**config.mk**
```make
export PLATFORM = sky130hd
export DESIGN_NAME = prim_ram_1p_scrub
export DESIGN_NICKNAME = d
export VERILOG_FILES = /design/src/rtl/prim_ram_1p_scrub.sv
export SDC_FILE = /design/constraint.sdc
export NUM_CORES = 1
export LEC_CHECK = 0
export ABC_AREA = 1
export BUFFER_PORTS_ARGS = -buffer_cell sky130_fd_sc_hd__buf_2
export CELL_PAD_IN_SITES_DETAIL_PLACEMENT = 0
export CELL_PAD_IN_SITES_GLOBAL_PLACEMENT = 1
export CORE_ASPECT_RATIO = 1.4
export CORE_MARGIN = 4
export CORE_UTILIZATION = 39
export DETAILED_ROUTE_END_ITERATION = 8
export PLACE_DENSITY_LB_ADDON = 0.1
export SETUP_SLACK_MARGIN = 0.05
export SLEW_MARGIN = 20
export SYNTH_ARGS = -nofsm -noshare
export SYNTH_HDL_FRONTEND = slang
export SYNTH_SLANG_ARGS = --single-unit
```
**constraint.sdc**
```tcl
create_clock -name clk_i -period 3.7 [get_ports clk_i]
set_clock_uncertainty 0.1 [all_clocks]
set_input_delay 0.37 -clock clk_i [delete_from_list [all_inputs] [get_ports clk_i]]
set_output_delay 0.37 -clock clk_i [all_outputs]
set_load 0.03 [all_outputs]
```
**src/rtl/prim_ram_1p_scrub.sv**
```systemverilog
// ECC scrubber: walks every RAM word once per start, writes back corrected
// words and counts correctable / uncorrectable read events.
module prim_ram_1p_scrub #(
  parameter int Depth    = 512,
  parameter int Width    = 32,
  parameter int CntWidth = 16,
  localparam int Aw      = (Depth > 1) ? $clog2(Depth) : 1
) (
  input  logic                clk_i,
  input  logic                rst_ni,
  input  logic                start_i,
  input  logic                abort_i,
  output logic                req_o,
  input  logic                gnt_i,
  output logic                write_o,
  output logic [Aw-1:0]       addr_o,
  output logic [Width-1:0]    wdata_o,
  output logic [Width-1:0]    wmask_o,
  input  logic                rvalid_i,
  input  logic [Width-1:0]    rdata_i,
  input  logic [1:0]          rerror_i,
  output logic                busy_o,
  output logic                done_o,
  output logic [CntWidth-1:0] corr_cnt_o,
  output logic [CntWidth-1:0] uncorr_cnt_o,
  output logic [Aw-1:0]       uncorr_addr_o,
  output logic                uncorr_vld_o
);

  typedef enum logic [2:0] {
    IDLE    = 3'd0,
    RD_REQ  = 3'd1,
    RD_WAIT = 3'd2,
    WB_REQ  = 3'd3,
    DONE    = 3'd4
  } state_e;

  localparam logic [Aw-1:0] LastAddr = Aw'(Depth - 1);

  state_e              state_q, state_d;
  logic [Aw-1:0]       ptr_q, ptr_d;
  logic [Width-1:0]    wb_q, wb_d;
  logic [CntWidth-1:0] corr_q, corr_d, uncorr_q, uncorr_d;
  logic [Aw-1:0]       uaddr_q, uaddr_d;
  logic                uvld_q, uvld_d;
  logic                advance;

  always_ff @(posedge clk_i or negedge rst_ni) begin
    if (!rst_ni) begin
      state_q  <= IDLE;
      ptr_q    <= '0;
      wb_q     <= '0;
      corr_q   <= '0;
      uncorr_q <= '0;
      uaddr_q  <= '0;
      uvld_q   <= 1'b0;
    end else begin
      state_q  <= state_d;
      ptr_q    <= ptr_d;
      wb_q     <= wb_d;
      corr_q   <= corr_d;
      uncorr_q <= uncorr_d;
      uaddr_q  <= uaddr_d;
      uvld_q   <= uvld_d;
    end
  end

  always_comb begin
    state_d  = state_q;
    ptr_d    = ptr_q;
    wb_d     = wb_q;
    corr_d   = corr_q;
    uncorr_d = uncorr_q;
    uaddr_d  = uaddr_q;
    uvld_d   = uvld_q;
    advance  = 1'b0;
    unique case (state_q)
      IDLE: begin
        if (start_i) begin
          corr_d   = '0;
          uncorr_d = '0;
          uaddr_d  = '0;
          uvld_d   = 1'b0;
          ptr_d    = '0;
          state_d  = RD_REQ;
        end
      end
      RD_REQ: begin
        // A grant in the same cycle as abort still commits the read.
        if (gnt_i)        state_d = RD_WAIT;
        else if (abort_i) state_d = IDLE;
      end
      RD_WAIT: begin
        if (rvalid_i) begin
          if (rerror_i[1]) begin
            if (uncorr_q != '1) uncorr_d = uncorr_q + CntWidth'(1);
            if (!uvld_q) begin
              uaddr_d = ptr_q;
              uvld_d  = 1'b1;
            end
            advance = 1'b1;
          end else if (rerror_i[0]) begin
            if (corr_q != '1) corr_d = corr_q + CntWidth'(1);
            wb_d    = rdata_i;
            state_d = WB_REQ;
          end else begin
            advance = 1'b1;
          end
        end
      end
      WB_REQ: begin
        if (gnt_i) advance = 1'b1;
      end
      DONE:    state_d = IDLE;
      default: state_d = IDLE;
    endcase

    if (advance) begin
      if (abort_i)                 state_d = IDLE;
      else if (ptr_q == LastAddr)  state_d = DONE;
      else begin
        ptr_d   = ptr_q + Aw'(1);
        state_d = RD_REQ;
      end
    end
  end

  assign req_o         = (state_q == RD_REQ) || (state_q == WB_REQ);
  assign write_o       = (state_q == WB_REQ);
  assign addr_o        = ptr_q;
  assign wdata_o       = write_o ? wb_q : '0;
  // Full mask on every write; forced low otherwise so reset leaves all outputs at 0.
  assign wmask_o       = {Width{write_o}};
  assign busy_o        = (state_q != IDLE);
  assign done_o        = (state_q == DONE);
  assign corr_cnt_o    = corr_q;
  assign uncorr_cnt_o  = uncorr_q;
  assign uncorr_addr_o = uaddr_q;
  assign uncorr_vld_o  = uvld_q;

endmodule

```
==> flow_metrics.py <==
metrics = {
    "logic_synthesis": {
        "synthesized_cell_area_sq_um": 4942,
        "arithmetic_cell_share_of_the_synthesized_area_counting_full_adders_half_adders_and_majority_gates": 0.01013,
        "yosys.cell_count.top_type": "nand2_1",
        "synth_top_family_by_area": "simple AND/OR/NAND/NOR gates",
        "synth_mux_area_frac": 0,
        "postSynthCellCount": 684,
        "seq_area_frac_synth": 0.4354,
        "synth.yosys.warnings": 0,
        "yosys_most_used_dff": "dfrtp_1",
        "unique_cell_type_count_in_the_yosys_netlist": 30,
        "synth.ff_latch_count": 86,
        "yosys.area.top_type_share": 0.4354,
        "synth.area.top_cells": "dfrtp_1 (44%), nand2_1 (15%), nor2_1 (9.8%)",
        "synth_compound_area_frac": 0.06532,
        "synth.net_count": 728,
        "library_cell_with_the_largest_summed_area_after_synthesis": "dfrtp_1",
        "syn-mean-instance-area_sq_um": 7.225,
        "synthXorXnorAreaFrac": 0.02127,
        "share_of_synthesized_cell_area_in_and_or_nand_and_nor_gates": 0.3430,
        "synthArstFlopShare": 1.000,
        "number_of_synthesized_flops_with_an_enable_pin": 0,
        "synth_commonest_cells": "nand2_1 (197), nor2_1 (129), dfrtp_1 (86)",
    },
    "critical_path": {
        "r2r_end": "addr_o[6]$_DFF_PN0_",
        "reg2reg_from": "addr_o[0]$_DFF_PN0_",
        "critical_path_origin": "addr_o[0]$_DFF_PN0_",
        "timing.critical_path.to": "addr_o[6]$_DFF_PN0_",
        "arrival_time_at_the_worst_endpoint_ns": 2.40,
        "worstPathRequired_ns": 3.82,
        "end_kind": "flop",
        "r2r_cells": 10,
        "critical_path_class": "reg -> reg",
        "setup.worst_path.start_class": "flop",
        "worst-path-max-fanout": 14,
        "worst-r2r-setup-slack_ns": 1.42,
    },
    "power_and_ir_drop": {
        "p_seq_frac": 0.320,
        "power.density_cell_area_nw_per_um2": 658.2,
        "power.share.clock": 0.239,
        "p_sw_frac": 0.4616,
        "vdd_drop_max_uv": 302.2,
        "internal-power_uw": 2098,
        "netSwitchingPower_uw": 1799,
        "post-layout-total-power_uw": 3897,
        "share_comb_of_total_power": 0.441,
        "total_leakage_power_uw": 0.003340,
    },
    "clock_tree": {
        "worstSkewPairLatency_ns": 0.34,
        "clkSlewWorstSetupHoldPaths_ns": 0.07,
        "cts_num_sinks": 86,
        "cts_max_level": 3,
        "tritoncts": "done",
        "cts-root-to-sink-buffers": 2,
        "numCtsBuffers": 9,
        "postCtsResizedCells": 0,
        "ctsRootBufferMaster": "clkbuf_16",
    },
    "floorplanning": {
        "floorplan.rows": 48,
        "die_height_um": 141.2,
        "floorplan.io_pins": 159,
        "initial_utilization": 0.3995,
        "width_of_the_die_um": 103.1,
        "die_area_sq_um": 14560,
        "placeableCoreArea_sq_um": 12370,
    },
    "finish": {
        "number_of_inserted_filler_cells_in_the_final_layout": 1307,
        "drive_gt1_frac": 0.2556,
        "register_area_sq_um": 2152,
        "finalNetCount": 849,
        "multi_input_area_sq_um": 2173,
        "flow.area_growth_from_synthesis_pct": 19.80,
        "n_antenna_cell": 0,
    },
    "detailed_routing": {
        "viasPerCell": 4.774,
        "average_wire_per_standard_cell_um": 13.16,
        "drt_wl_total_mm": 12.63,
        "dr_total_vias": 4583,
        "detail_route.iter0.violations": 132,
        "drt.antenna.violating_nets": 0,
        "drc": 0,
        "drt_pre_antenna_iters": 4,
    },
    "global_routing": {
        "grt_first_pass_wirelength_mm": 20.76,
        "grt-ovfl-total": 0,
        "grt_max_degree": 65,
        "first_global_vias": 4366,
        "grt_usage": 0.1788,
        "initial_antenna_violation_count": 0,
    },
    "flow_run": {
        "max_cap_violations": 0,
    },
    "timing": {
        "worst_pin_slew_ns": 0.6941,
        "final_hold_viol_count": 0,
        "totalNegativeSetupSlack_ns": 0,
        "post-route-period-util": 0.6149,
        "grt_setup_unrepaired": "no",
        "max_freq_mhz": 439.6,
        "final-setup-viol-count": 0,
        "fin_hold_ws_ns": 0.1476,
        "slew_limit_headroom": 0.5372,
        "maxSlewViolCount": 0,
        "final.min_clock_period_ns": 2.275,
    },
    "place": {
        "place_hpwl_mm": 9.448,
        "finalWeightedCongestion": 0.8274,
        "io_buffers": 158,
    },
    "hold_path": {
        "holdCritPathClass": "in -> reg",
    },
    "outcome": {
        "outcome": "finished clean",
    },
}
## how the worst min path moves through the flow
stage / start / endpoint / cells after the start
floorplan: rst_ni / addr_o[0]$_DFF_PN0_ / 0
global placement: rst_ni / uncorr_addr_o[4]$_DFFE_PN0P_ / 1
detailed placement: rst_ni / uncorr_addr_o[5]$_DFFE_PN0P_ / 1
CTS: abort_i / state_q[2]$_DFFE_PN0P_ / 2
global route: abort_i / state_q[2]$_DFFE_PN0P_ / 2
finish: abort_i / state_q[2]$_DFFE_PN0P_ / 2
## registers in the layout, summed over array words and instances (netlist names)
| name | count |
|---|---|
| corr_cnt_o | 16 |
| uncorr_addr_o | 9 |
| wb_q | 32 |
| state_q | 3 |
| uncorr_vld_o | 1 |
| uncorr_cnt_o | 16 |
| addr_o | 9 |
## critical path, stage by stage (launching register included)
cell and delay (ns):
dfrtp_1 0.44, ha_1 0.18, inv_1 0.06, nor3_1 0.18, nand2_1 0.13, nor3b_1 0.23, ha_1 0.20, nor2_1 0.09
nand2_2 0.25, o21ai_0 0.12, and2_1 0.17
## cells in the final DEF, fill, tap and decap left out, types with 2 or more instances in the layout
master	synthesis	layout
nand2_1	197	197
buf_2	7	157
nor2_1	129	129
dfrtp_1	86	86
inv_1	66	66
a21oi_1	35	35
nand3_1	24	24
nand4_1	18	18
xor2_1	10	10
o21ai_0	9	9
clkbuf_16	0	9
nor2_2	8	8
nor3b_1	6	6
o21ai_1	6	6
nor3_1	5	5
inv_2	5	5
nand2_2	5	5
buf_4	34	5
nand3_2	4	4
ha_1	4	4
nor2_4	2	2
and2_1	2	2
o21ai_2	2	2
o21bai_1	2	2
xnor2_1	2	2
clkinv_4	0	2
clkinvlp_4	0	2
## area by class of cell
type,count,area share
well taps,150,0.03170
clock buffers,9,0.03804
clock inverters,7,0.01395
flip-flops and latches,86,0.3635
inverters,71,0.04501
repair buffers,163,0.1407
multi-input cells,474,0.3671
## stage by stage
step | worst slack (ns) | instances | utilization | instance area [sq um]
global placement | 1.434 | 943 | 0.4529 | 5603
CTS | 1.376 | 960 | 0.4786 | 5921
finish | 1.425 | 960 | 0.4786 | 5921
floorplan | 1.574 | 684 | - | 4942
global route | 1.142 | 960 | 0.4786 | 5921
detailed placement | 1.403 | 943 | 0.4529 | 5603
## kinds of logic after synthesis
logic type,count (synthesis)
AO/OA/AOI/OAI,57
XOR/XNOR,12
adder cells (fa/ha/maj),4
buffers and inverters,124
flip-flops,86
AND/OR/NAND/NOR,401
## repair_timing
action,in CTS,in global routing
endpoints found under the hold margin,16,0
buffers inserted,0,0
hold buffers,1,0
## power by group through the flow
stage / Sequential (uW) / Combinational [uW] / Clock [uW]
2_1_floorplan: 1310 / 1400 / 0
3_3_place_gp: 1260 / 1730 / 0
3_5_place_dp: 1270 / 1730 / 0
4_1_cts: 1250 / 1740 / 957
5_1_grt: 1270 / 1890 / 1000
6_report: 1250 / 1720 / 931
## per-layer routing
metal	wire length [um]	GRT usage	vias up
met5	0	0	-
met4	258	0.05525	0
met3	799	0.04257	16
met2	6325	0.3115	132
met1	5247	0.2142	2100
li1	-	-	2335
Note: power is estimated with default switching activity, not from simulation.
